**config.mk**
```make
export PLATFORM = sky130hd
export DESIGN_NAME = pwm_servo_flat
export DESIGN_NICKNAME = d
export VERILOG_FILES = /design/src/rtl/pwm_pkg.sv /design/src/rtl/pwm_servo_if.sv /design/src/rtl/duty_clamp.sv /design/src/rtl/pwm_servo.sv /design/src/flat_wrapper.sv
export SDC_FILE = /design/constraint.sdc
export NUM_CORES = 1
export LEC_CHECK = 0
export CAP_MARGIN = 20
export CORE_ASPECT_RATIO = 1.5
export CORE_MARGIN = 1
export CORE_UTILIZATION = 45
export CTS_BUF_LIST = sky130_fd_sc_hd__clkbuf_4 sky130_fd_sc_hd__clkbuf_8 sky130_fd_sc_hd__clkbuf_16
export DETAILED_ROUTE_END_ITERATION = 10
export PLACE_DENSITY = 0.79
export RECOVER_POWER = 100
export SETUP_SLACK_MARGIN = 0.05
export SLEW_MARGIN = 5
export SYNTH_ARGS = -nofsm -noshare
export SYNTH_HDL_FRONTEND = slang
export SYNTH_HIERARCHICAL = 1
export SYNTH_SLANG_ARGS = --single-unit
```
**constraint.sdc**
```tcl
create_clock -name clk_in -period 5.3 [get_ports clk_in]
set_input_delay 0.53 -clock clk_in [delete_from_list [all_inputs] [get_ports clk_in]]
set_output_delay 0.53 -clock clk_in [all_outputs]
set_load 0.02 [all_outputs]
```
**src/rtl/pwm_pkg.sv**
```systemverilog
// pwm_pkg: shared types and default timing constants for the servo PWM block.
package pwm_pkg;

    localparam int DUTY_W = 24;

    // 20 ms frame at 50 MHz, 0.4 ms .. 2.4 ms pulse window
    localparam int PERIOD_DEFAULT   = 1000000;
    localparam int DUTY_MIN_DEFAULT = 20000;
    localparam int DUTY_MAX_DEFAULT = 120000;

    typedef enum logic [1:0] {
        IDLE = 2'd0,
        HIGH = 2'd1,
        LOW  = 2'd2
    } state_t;

endpackage

```
**src/rtl/pwm_servo_if.sv**
```systemverilog
// pwm_servo_if: run request / duty input and waveform status outputs of pwm_servo.
interface pwm_servo_if;

    logic                           enable;
    logic [pwm_pkg::DUTY_W-1:0]     duty;
    logic                           pwm_out;
    logic                           period_start;
    logic [pwm_pkg::DUTY_W-1:0]     duty_active;
    logic                           busy;

    modport master (
        output enable, duty,
        input  pwm_out, period_start, duty_active, busy
    );

    modport slave (
        input  enable, duty,
        output pwm_out, period_start, duty_active, busy
    );

endinterface

```
**src/rtl/duty_clamp.sv**
```systemverilog
// duty_clamp: combinational limiter forcing a requested high-time into [DUTY_MIN, DUTY_MAX].
module duty_clamp
    import pwm_pkg::*;
#(
    parameter int DUTY_MIN = DUTY_MIN_DEFAULT,
    parameter int DUTY_MAX = DUTY_MAX_DEFAULT
) (
    input  logic [DUTY_W-1:0] duty_in,
    output logic [DUTY_W-1:0] duty_out
);

    localparam logic [DUTY_W-1:0] LO = DUTY_W'(DUTY_MIN);
    localparam logic [DUTY_W-1:0] HI = DUTY_W'(DUTY_MAX);

    // saturate to the nearest window edge, pass through otherwise
    always_comb begin
        duty_out = duty_in;
        if (duty_in < LO) begin
            duty_out = LO;
        end else if (duty_in > HI) begin
            duty_out = HI;
        end
    end

endmodule

```
**src/rtl/pwm_servo.sv**
```systemverilog
// pwm_servo: frame-based servo PWM generator (IDLE/HIGH/LOW FSM with cycle counter).
// Optional feature macro: PWM_CLAMP_EN -- clamps the sampled duty into
// [DUTY_MIN, DUTY_MAX] through duty_clamp before it is latched.
module pwm_servo
    import pwm_pkg::*;
#(
    parameter int PERIOD   = PERIOD_DEFAULT,
    parameter int DUTY_MIN = DUTY_MIN_DEFAULT,
    parameter int DUTY_MAX = DUTY_MAX_DEFAULT
) (
    input  logic         clk_in,
    input  logic         rst_n,
    pwm_servo_if.slave   bus
);

    localparam logic [DUTY_W-1:0] LAST = DUTY_W'(PERIOD - 1);
    localparam logic [DUTY_W-1:0] ONE  = DUTY_W'(1);

    // parameter sanity: counter must hold PERIOD-1 and the clamp window must be ordered
    if (PERIOD < 2 || PERIOD > (1 << DUTY_W) || DUTY_MIN > DUTY_MAX) begin : g_bad_cfg
        $error("pwm_servo: invalid PERIOD/DUTY_MIN/DUTY_MAX");
    end

    state_t             state, state_next;
    logic [DUTY_W-1:0]  cnt, cnt_next;
    logic [DUTY_W-1:0]  duty_next;
    logic [DUTY_W-1:0]  duty_sel;
    logic               start_next;
    logic               boundary;

`ifdef PWM_CLAMP_EN
    duty_clamp #(
        .DUTY_MIN (DUTY_MIN),
        .DUTY_MAX (DUTY_MAX)
    ) u_duty_clamp (
        .duty_in  (bus.duty),
        .duty_out (duty_sel)
    );
`else
    assign duty_sel = bus.duty;
`endif

    assign boundary = (state != IDLE) && (cnt == LAST);

    // next-state: a period starts from IDLE or at the frame boundary; the
    // boundary has priority so an over-long duty keeps pwm high without a gap
    always_comb begin
        state_next = state;
        cnt_next   = cnt;
        duty_next  = bus.duty_active;
        start_next = 1'b0;
        if (state == IDLE || boundary) begin
            if (bus.enable) begin
                start_next = 1'b1;
                duty_next  = duty_sel;
                cnt_next   = '0;
                state_next = (duty_sel == '0) ? LOW : HIGH;
            end else if (boundary) begin
                cnt_next   = '0;
                state_next = IDLE;
            end
        end else begin
            cnt_next = cnt + ONE;
            if (state == HIGH && cnt == bus.duty_active - ONE) begin
                state_next = LOW;
            end
        end
    end

    // state, counter and registered outputs; pwm_out follows the next state so
    // it rises together with period_start
    always_ff @(posedge clk_in or negedge rst_n) begin
        if (!rst_n) begin
            state            <= IDLE;
            cnt              <= '0;
            bus.pwm_out      <= 1'b0;
            bus.period_start <= 1'b0;
            bus.duty_active  <= '0;
        end else begin
            state            <= state_next;
            cnt              <= cnt_next;
            bus.pwm_out      <= (state_next == HIGH);
            bus.period_start <= start_next;
            bus.duty_active  <= duty_next;
        end
    end

    // busy mirrors any non-IDLE state
    assign bus.busy = (state != IDLE);

endmodule

```
**src/flat_wrapper.sv**
```systemverilog
// flat-port wrapper written by rule: the top's interface ports become plain ports
module pwm_servo_flat import pwm_pkg::*;
#(
    parameter int PERIOD   = PERIOD_DEFAULT,
    parameter int DUTY_MIN = DUTY_MIN_DEFAULT,
    parameter int DUTY_MAX = DUTY_MAX_DEFAULT
)
  (clk_in, rst_n, bus_enable, bus_duty, bus_pwm_out, bus_period_start, bus_duty_active, bus_busy);
  pwm_servo_if bus_i ();
  input  logic clk_in;
  input  logic rst_n;
  input wire logic [$bits(bus_i.enable)-1:0] bus_enable;
  input wire logic [$bits(bus_i.duty)-1:0] bus_duty;
  output wire logic [$bits(bus_i.pwm_out)-1:0] bus_pwm_out;
  output wire logic [$bits(bus_i.period_start)-1:0] bus_period_start;
  output wire logic [$bits(bus_i.duty_active)-1:0] bus_duty_active;
  output wire logic [$bits(bus_i.busy)-1:0] bus_busy;
  assign bus_i.enable = bus_enable;
  assign bus_i.duty = bus_duty;
  assign bus_pwm_out = bus_i.pwm_out;
  assign bus_period_start = bus_i.period_start;
  assign bus_duty_active = bus_i.duty_active;
  assign bus_busy = bus_i.busy;
  pwm_servo #(.PERIOD(PERIOD), .DUTY_MIN(DUTY_MIN), .DUTY_MAX(DUTY_MAX)) u_core (.clk_in(clk_in), .rst_n(rst_n), .bus(bus_i));
endmodule
```
# Yosys cells after proc, flatten, opt, wreduce, memory -nomap -nowiden
# Index checks and enable logic that the tools add are counted.
# word_totals
ff_bits	52
latchBits	0
mem_bits_rw	0
rom_bits	0
mem_count	0
# classes
addsub	2
mul	0
n_div	0
order_cmp	0
n_eq_ne	5
shifts	0
muxes	10
bitwise_logic	0
n_reduce_logical	7
# op_table
cell	count
$mux 24	3
$add 24x1->24 const B	1
$eq 24x20->1 const B	1
$eq 24x24->1	1
$logic_not 24->1	1
$sub 24x1->24 const B	1
$mux 2	5
$eq 2x1->1 const B	2
$ne 3x2->1 const B	1
$logic_and 1x1->1	2
$logic_not 2->1	1
$mux 1	2
$reduce_and 2->1	1
$reduce_bool 2->1	1
$logic_or 1x1->1	1

# Logic depth before layout (Yosys ltp)
# Gate-level depths: netlist of the first run.
# logic_depth
word_depth	6
ltp_mapped	10
mapped_depth_nobuf	9

# Worst setup path before layout of the first run
# Ideal clock, no wire load.
# synth_path
path_kind	register -> register
startpoint	reg u_core.bus.duty_active[16]
endpoint	reg u_core.state[0]
arrival_ns	2.547
t_required_ns	5.164
slack_ns	2.617
path_stages_with_launch	10
path_buffers	2
synth_period_minus_slack_ns	2.683
cell_sequence	dfrtp_1 > buf_4 > or4_1 > clkbuf_2 > or4_1 > or3_1 > a21oi_1 > nand4_1 > nor4_2 > o21ai_0
# synth_via
elab_chain_cells	5
# synth_rtl
item	line	text
start, declared	pwm_servo_if.sv:18	output pwm_out, period_start, duty_active, busy
start signal, assigned	pwm_servo.sv:84	bus.duty_active <= duty_next;
$sub 24x1->24	pwm_servo.sv:64	if (state == HIGH && cnt == bus.duty_active - ONE) begin
$eq 24x24->1	pwm_servo.sv:64	
$logic_and 1x1->1	pwm_servo.sv:64	
$mux 2	pwm_servo.sv:64	
$mux 2	pwm_servo.sv:52	if (state == IDLE || boundary) begin
net u_core.state_next[0]	pwm_servo.sv:24	state_t state, state_next;
end signal, assigned	pwm_servo.sv:80	state <= state_next;
end, declared	pwm_servo.sv:24	
# The timed path passes the listed nets, and every way through them passes these cells.
# A chain may end at the register's enable or synchronous reset.

# Worst setup path in the final report of the first run
# layout_path
startpoint	reg u_core.bus.duty_active[11]
endpoint	reg u_core.state[0]
# Same word-level chain as after synthesis.

==> Flow_metrics.wiki, run 1 <==
{| class="wikitable"
! Metric !! Value
|-
| Detailed Route WL || 8.332 mm
|-
| Initial antenna violation count || 0
|-
| Mux contribution to synthesized area || 0.08699
|-
| VDD IR-drop max || 143.8 uV
|-
| CP dominant cell by count || nor4_1
|-
| Number of buffers added by the clock tree synthesis step || 5
|-
| Antenna fix cells || 0
|-
| P_int || 0.5619 mW
|-
| Port Buf Inserts || 53
|-
| Commonest cells after routing, fill and taps aside || dfrtp_1 (52), nor2_1 (38), dlygate4sd3_1 (28), clkdlybuf4s50_1 (24)
|-
| Sequential share of power || 0.563
|-
| Io pins || 54
|-
| Max H-tree Level || 2
|-
| CP max stage cell || nor4_1
|-
| Count of filler cells inserted in the layout || about 690
|-
| Total of flip-flops plus latches after synthesis || 52
|-
| Design Area, Final || 4014 um^2
|-
| Primary FF master, synth || dfrtp_1
|-
| Setup TNS || 0 ns
|-
| Die extent in y || 107.5 um
|-
| Part of the cycle the worst path needs || 0.6151
|-
| Data arrival time at the worst-slack endpoint || 3.43 ns
|-
| Count of max-cap constraint violations || 1
|-
| Share of layout cells above drive strength 1 || 0.09606
|-
| Cells traversed along the worst timing path || nor4_1, nand4_1, or3_1, nor4b_1, o41ai_2, nor4_1, o21ai_0
|-
| HPWL Detailed || 6.351 mm
|-
| Clock edge transition at the registers on the reported setup and hold paths || 0.09 ns
|-
| Type of origin of the critical path || register
|-
| Wire per inst || 16.47 um
|-
| Via count of the first global-routing pass || 2789
|-
| Worst Setup End Kind || register
|-
| Area inside the core boundary || roughly 7200 um^2
|-
| First-pass GRT wire length || 13.50 mm
|-
| Pin count of the biggest net entering global routing || 53
|-
| Worst Skew || ~0.0038 ns
|-
| Die area || 7771 um^2
|-
| Number of enable-type register cells in the synthesized netlist || 0
|-
| Vias per cell || just under 6
|-
| Gate Count Post-Synth || 360
|-
| Non-filler cells, final || 506
|-
| Share of synthesized flip-flops with an asynchronous set or reset || 1.000
|-
| Layout overhead on the synthesized area || 20.28%
|-
| Mapped Avg Cell Area || 9.269 um^2
|-
| Clk_lat worst skew || 0.30 ns
|-
| Via count || 2944
|-
| Simple-gate share of the synthesized area || 0.2700
|-
| Clock share of power || 0.386
|-
| Slew at the pin closest to its max-slew limit || around 2.8 ns
|-
| Compound-Gate Fraction of Synth Area || 0.09786
|-
| Number of DRC markers after the initial detailed-route iteration || 214
|-
| Length of the first detailed-routing pass in iterations || 4
|-
| Leakage || between 1.5 and 2 nW
|-
| Path category of the worst min-delay check || reg -> reg
|-
| TritonCTS clock tree || yes
|-
| Req. time, crit path || 5.47 ns
|-
| Total overflow reported by the global router || 0
|-
| NetSw || ~0.15 mW
|-
| Run status || finished, violations left
|-
| Buffer count from post-CTS setup fixing || 0
|-
| Syn Nets || between 300 and 400
|-
| Adder-cell share of the synthesized area || 0.007499
|-
| Main combinational cell family by area after synthesis || simple AND/OR/NAND/NOR gates
|-
| Worst slew margin relative to its limit || -0.8697
|-
| Violated checks || max-capacitance violations, max-slew violations
|-
| Final setup violation count || 0
|-
| Post-synthesis xor/xnor area fraction || 0.1155
|-
| Critical Path Fanout Max || 10
|-
| # placed instances || between 400 and 500
|-
| Post-layout nets || between 400 and 500
|-
| Maximum clock path buffer count || 2
|-
| Most common cell after layout, fill and taps aside || dfrtp_1
|-
| Total power per unit cell area || between 150 and 200 nW/um^2
|-
| Die width || about 72 um
|-
| Placed standard-cell area || 3921 um^2
|-
| Cts-stage hold buffer count || 0
|-
| Post-synthesis cell area || 3337 um^2
|-
| Highest clock rate || 306.7 MHz
|-
| Number of remaining DRC errors || 0
|-
| Total routing resource utilization after global routing || 0.2245
|-
| Peak per-stage delay on the critical path || 0.66 ns
|-
| Part of the Yosys area used for sequential elements || 0.3900
|-
| Global placement routability congestion || between 0.8 and 0.9
|-
| Category of the critical setup timing path || reg -> reg
|-
| Min Clock Period, post-route || approximately 3.3 ns
|-
| Row Count || 38
|-
| Post-synthesis cell type count || 56
|-
| Hold violation count in the final report || 0
|-
| Setup repair after global routing missed its margin || no
|-
| Count of nets left with antenna violations after detail routing || 0
|-
| Logic pwr share || 0.051
|-
| Sw frac || 0.2069
|-
| Yosys Warn Count || 6
|-
| Total clock sinks || 52
|-
| Slew Viols, Final || between 50 and 60
|-
| Count of instances resized after the clock tree is built || 0
|-
| Master cell of the clock root buffer || clkbuf_8
|-
| Initial standard-cell utilization of the core || 0.4617
|}
-- final cells by class --
class / instances / area [um^2] / area share
multi-input cells: 283 / 1909 / 0.4757
clock buffers: 6 / 76.32 / 0.01901
well taps: 100 / 125.1 / 0.03117
inverters: 7 / 26.28 / 0.006546
repair buffers: 56 / 540.5 / 0.1347
flip-flops and latches: 52 / 1301 / 0.3242
clock inverters: 2 / 35.03 / 0.008728
-- critical path: cells and delay by family (launching register included) --
| kind | cells | cell delay, ns |
|---|---|---|
| AO/OA/AOI/OAI | 2 | 0.27 |
| flip-flops | 1 | 0.47 |
| AND/OR/NAND/NOR | 5 | 2.38 |
-- through the flow --
stage / hold WS [ns] / power (mW) / utilization / setup WS, ns
finish: 0.5784 / 0.7085 / 0.5554 / 2.040
global route: 0.6100 / 0.7316 / 0.5554 / 1.800
CTS: 0.3664 / 0.7172 / 0.5580 / 2.264
detailed placement: 0.5669 / 0.4438 / 0.5426 / 2.289
global placement: 0.5602 / 0.4427 / 0.5426 / 2.430
floorplan: 0.2344 / 0.4109 / - / 2.617
-- final timing paths --
| check | to | start | slack (ns) | cells past startpoint |
|---|---|---|---|---|
| worst max register to register | u_core/state[0]$_DFF_PN0_ | u_core/bus.duty_active[11]$_DFFE_PN0P_ | 2.04 | 7 |
| worst max-delay path | u_core/state[0]$_DFF_PN0_ | u_core/bus.duty_active[11]$_DFFE_PN0P_ | 2.04 | 7 |
| min in group asynchronous | u_core/bus.duty_active[5]$_DFFE_PN0P_ | rst_n | 1.22 | 2 |
| max in group asynchronous | u_core/cnt[19]$_DFFE_PN0P_ | rst_n | 2.51 | 2 |
| worst min-delay path | u_core/cnt[5]$_DFFE_PN0P_ | u_core/cnt[5]$_DFFE_PN0P_ | 0.58 | 1 |
| worst min register to register | u_core/cnt[5]$_DFFE_PN0P_ | u_core/cnt[5]$_DFFE_PN0P_ | 0.58 | 1 |
-- metal layers --
metal	vias to the layer above	part of all wire	track usage
li1	1410	-	-
met3	24	0.031	0.02622
met2	81	0.53	0.3939
met4	0	0.047	0.1218
met5	-	0	0
met1	1429	0.40	0.2614
-- power groups by stage --
stage	combinational, mW	sequential, mW	clock, mW
finish	0.0362	0.399	0.274
CTS	0.0374	0.399	0.281
floorplan	0.00473	0.406	0
global placement	0.0362	0.406	0
detailed placement	0.0373	0.407	0
global route	0.0395	0.399	0.293
-- cells by family (layout without fill, tap and decap cells) --
family,Yosys count,in the layout
AO/OA/AOI/OAI,48,48
XOR/XNOR,44,44
adder cells (fa/ha/maj),2,2
buffers and inverters,25,71
flip-flops,52,52
multiplexers,26,26
AND/OR/NAND/NOR,163,163
-- cell usage after synthesis, types with 3 or more instances --
cell type	count	area (um^2)
a2111oi_0	3	26.28
a21oi_1	6	30.03
and3_1	4	25.02
clkbuf_1	13	48.80
dfrtp_1	52	1301
inv_1	7	26.28
mux2_2	24	270.3
nand2_1	23	86.33
nand2b_1	5	31.28
nand3_1	15	75.07
nand3b_1	3	22.52
nand4_1	11	68.82
nor2_1	38	142.6
nor3_1	14	70.07
nor3b_1	3	22.52
nor4_1	15	93.84
nor4_2	3	37.54
nor4b_1	5	43.79
o21ai_0	16	80.08
or3_1	9	56.30
or4_1	4	30.03
xnor2_1	22	192.7
xor2_1	22	192.7
-- state kept, by name (all words and copies together) (netlist names) --
| signal | flops |
|---|---|
| u_core/bus.duty_active | 24 |
| u_core/cnt | 24 |
| u_core/state | 2 |
| u_core/bus.period_start | 1 |
| u_core/bus.pwm_out | 1 |
Power figures use the tool's default switching activity.
==> run 2: changes to the inputs <==
==> constraint.sdc (replaced) <==
create_clock -name clk_in -period 3.15 [get_ports clk_in]
set_input_delay 0.315 -clock clk_in [delete_from_list [all_inputs] [get_ports clk_in]]
set_output_delay 0.315 -clock clk_in [all_outputs]
set_load 0.02 [all_outputs]
==> Flow_metrics.wiki, run 2 (synthesis gave the netlist of run 1 again) <==
{| class="wikitable"
! Metric !! Value
|-
| Run status || finished, violations left (unchanged)
|-
| Violated checks || max-capacitance violations, max-slew violations (unchanged)
|-
| Master cell of the clock root buffer || clkbuf_8 (unchanged)
|-
| Placed standard-cell area || 3974 um^2 (was 3921 um^2)
|-
| First-pass GRT wire length || 14.05 mm (was 13.50 mm)
|-
| VDD IR-drop max || 210.5 uV (was 143.8 uV)
|-
| Antenna fix cells || 0 (unchanged)
|-
| Part of the cycle the worst path needs || 0.9161 (was 0.6151)
|-
| Pin count of the biggest net entering global routing || 33 (was 53)
|-
| Max H-tree Level || 2 (unchanged)
|-
| Hold violation count in the final report || 0 (unchanged)
|-
| Sequential share of power || 0.584 (was 0.563)
|-
| Worst slew margin relative to its limit || -0.1376 (was -0.8697)
|-
| Initial antenna violation count || 0 (unchanged)
|-
| Area taken by flip-flops and latches || 1301 um^2 (unchanged)
|-
| Length of the first detailed-routing pass in iterations || 4 (unchanged)
|-
| Kind of cell adding the most delay to the critical path || simple AND/OR/NAND/NOR gates (unchanged)
|-
| Total overflow reported by the global router || 0 (unchanged)
|-
| Total clock sinks || 52 (unchanged)
|-
| Row Count || 38 (unchanged)
|-
| Buffer count from post-CTS setup fixing || 0 (unchanged)
|-
| Count of filler cells inserted in the layout || 690 (was 686)
|-
| Critical Path Fanout Max || 10 (unchanged)
|-
| Req. time, crit path || 3.35 ns (was 5.47 ns)
|-
| Leakage || 1.792 nW (was 1.773 nW)
|-
| TritonCTS clock tree || yes (unchanged)
|-
| Port Buf Inserts || 53 (unchanged)
|-
| Cts-stage hold buffer count || 0 (unchanged)
|-
| Total area of multi-input combinational cells || 1928 um^2 (was 1909 um^2)
|-
| Crit path buf inv count || 0 (unchanged)
|-
| Io pins || 54 (unchanged)
|-
| Number of buffers added by the clock tree synthesis step || 5 (unchanged)
|-
| Data arrival time at the worst-slack endpoint || 3.08 ns (was 3.43 ns)
|-
| Path category of the worst min-delay check || in -> async (was reg -> reg)
|-
| Total power draw || 1.149 mW (was 0.7085 mW)
|-
| P_int || 0.8969 mW (was 0.5619 mW)
|-
| Initial standard-cell utilization of the core || 0.4617 (unchanged)
|-
| Via count of the first global-routing pass || 2885 (was 2789)
|-
| Type of origin of the critical path || register (unchanged)
|-
| Setup TNS || 0 ns (unchanged)
|-
| Number of DRC markers after the initial detailed-route iteration || 203 (was 214)
|-
| Vias per cell || 5.847 (was 5.818)
|-
| Die area || 7771 um^2 (unchanged)
|-
| Count of nets left with antenna violations after detail routing || 0 (unchanged)
|-
| Maximum clock path buffer count || 2 (unchanged)
|-
| Design Area, Final || 4061 um^2 (was 4014 um^2)
|-
| Post-layout nets || 440 (was 434)
|-
| Worst Setup End Kind || register (unchanged)
|-
| Total routing resource utilization after global routing || 0.2376 (was 0.2245)
|-
| Clock share of power || 0.363 (was 0.386)
|-
| Clock edge transition at the registers on the reported setup and hold paths || 0.09 ns (about the same)
|-
| Global placement routability congestion || 0.8339 (was 0.8422)
|-
| Via count || 2988 (was 2944)
|-
| Final setup violation count || 0 (unchanged)
|-
| Category of the critical setup timing path || reg -> reg (unchanged)
|-
| Worst Skew || 0.01143 ns (was 0.003800 ns)
|-
| NetSw || 0.2518 mW (was 0.1466 mW)
|-
| Peak per-stage delay on the critical path || 0.51 ns (was 0.66 ns)
|-
| Sw frac || 0.2192 (was 0.2069)
|-
| Share of layout cells above drive strength 1 || 0.1144 (was 0.09606)
|-
| CP max stage cell || nor4_2 (was nor4_1)
|-
| Layout overhead on the synthesized area || 21.71% (was 20.28%)
|-
| Number of remaining DRC errors || 0 (unchanged)
|-
| # placed instances || 504 (was 497)
|-
| Slew at the pin closest to its max-slew limit || 1.706 ns (was 2.805 ns)
|-
| Logic pwr share || 0.053 (was 0.051)
|-
| Die extent in y || 107.5 um (unchanged)
|-
| Non-filler cells, final || 511 (was 506)
|-
| Commonest cells after routing, fill and taps aside || dfrtp_1 (52), nor2_1 (38), dlygate4sd3_1 (27), clkdlybuf4s50_1 (25), mux2_2 (24) (was dfrtp_1 (52), nor2_1 (38), dlygate4sd3_1 (28), clkdlybuf4s50_1 (24))
|-
| Clk_lat worst skew || 0.32 ns (was 0.30 ns)
|-
| Die width || 72.31 um (unchanged)
|-
| Setup repair after global routing missed its margin || no (unchanged)
|-
| Min Clock Period, post-route || 2.886 ns (was 3.260 ns)
|-
| Largest registers || u_core/bus.duty_active (24), u_core/cnt (24), u_core/state (2) (unchanged)
|-
| Total power per unit cell area || 282.8 nW/um^2 (was 176.5 nW/um^2)
|-
| Count of instances resized after the clock tree is built || 0 (unchanged)
|-
| Highest clock rate || 346.5 MHz (was 306.7 MHz)
|-
| Detailed Route WL || 8.659 mm (was 8.332 mm)
|-
| HPWL Detailed || 6.648 mm (was 6.351 mm)
|-
| Cells traversed along the worst timing path || nor4_2, nand4_2, or3_1, and3_1, o41ai_2, nor4_1, a211oi_1 (was nor4_1, nand4_1, or3_1, nor4b_1, o41ai_2, nor4_1, o21ai_0)
|-
| Most common cell after layout, fill and taps aside || dfrtp_1 (unchanged)
|-
| Wire per inst || 16.95 um (was 16.47 um)
|-
| Slew Viols, Final || 33 (was 53)
|-
| Area inside the core boundary || 7227 um^2 (unchanged)
|-
| Count of max-cap constraint violations || 1 (unchanged)
|}
run 2: final cells by class:
type	count	share of cell area
sequential	52	0.3204
multi-input combinational	283	0.4747
clock buffer	7	0.02372
inverter	7	0.006469
timing repair buffer	62	0.1439
tap	100	0.03081
run 2: path summary, 6_finish.rpt:
kind / startpoint / end / slack, ns / cells past startpoint
worst max-delay path: u_core/bus.duty_active[11]$_DFFE_PN0P_ / u_core/bus.pwm_out$_DFF_PN0_ / 0.26 / 7
worst min-delay path: rst_n / u_core/bus.duty_active[2]$_DFFE_PN0P_ / 0.43 / 1
worst max register to register: u_core/bus.duty_active[11]$_DFFE_PN0P_ / u_core/bus.pwm_out$_DFF_PN0_ / 0.26 / 7
worst min register to register: u_core/cnt[5]$_DFFE_PN0P_ / u_core/cnt[5]$_DFFE_PN0P_ / 0.58 / 1
max in group asynchronous: rst_n / u_core/cnt[17]$_DFFE_PN0P_ / 0.89 / 2
min in group clk_in: u_core/cnt[5]$_DFFE_PN0P_ / u_core/cnt[5]$_DFFE_PN0P_ / 0.58 / 1
run 2: power groups by stage:
stage                     clock network (mW)  logic [mW]  registers [mW]
after global routing                   0.453      0.0676           0.672
after detailed placement                   0      0.0623           0.684
after floorplan                            0     0.00796           0.683
final                                  0.417      0.0607           0.671
after CTS                              0.430      0.0626           0.671
after global placement                     0      0.0610           0.684
run 2: layer usage:
metal | up-vias | track usage | routed length (um)
met5 | - | 0 | 0
met4 | 0 | 0.1569 | 424
met3 | 27 | 0.03652 | 292
met2 | 74 | 0.4132 | 4540
met1 | 1467 | 0.2625 | 3401
li1 | 1420 | - | -
run 2: through the flow:
| step | hold slack (ns) | setup slack [ns] | utilization |
|---|---|---|---|
| finish | 0.4279 | 0.2642 | 0.5620 |
| global route | 0.5941 | 0.07071 | 0.5620 |
| CTS | 0.06646 | 0.3178 | 0.5632 |
| detailed placement | 0.4126 | 0.3445 | 0.5499 |
| global placement | 0.3989 | 0.3924 | 0.5499 |
| floorplan | 0.01941 | 0.4673 | - |
==> run 3: changes to the inputs <==
--- a/config.mk
+++ b/config.mk
@@ -14,6 +14,7 @@
 export PLACE_DENSITY = 0.79
 export RECOVER_POWER = 100
 export SETUP_SLACK_MARGIN = 0.05
+export SKIP_CTS_REPAIR_TIMING = 1
 export SLEW_MARGIN = 5
 export SYNTH_ARGS = -nofsm -noshare
 export SYNTH_HDL_FRONTEND = slang
==> results of run 3 <==
No change in the layout: final DEF, timing and power equal those of run 2.
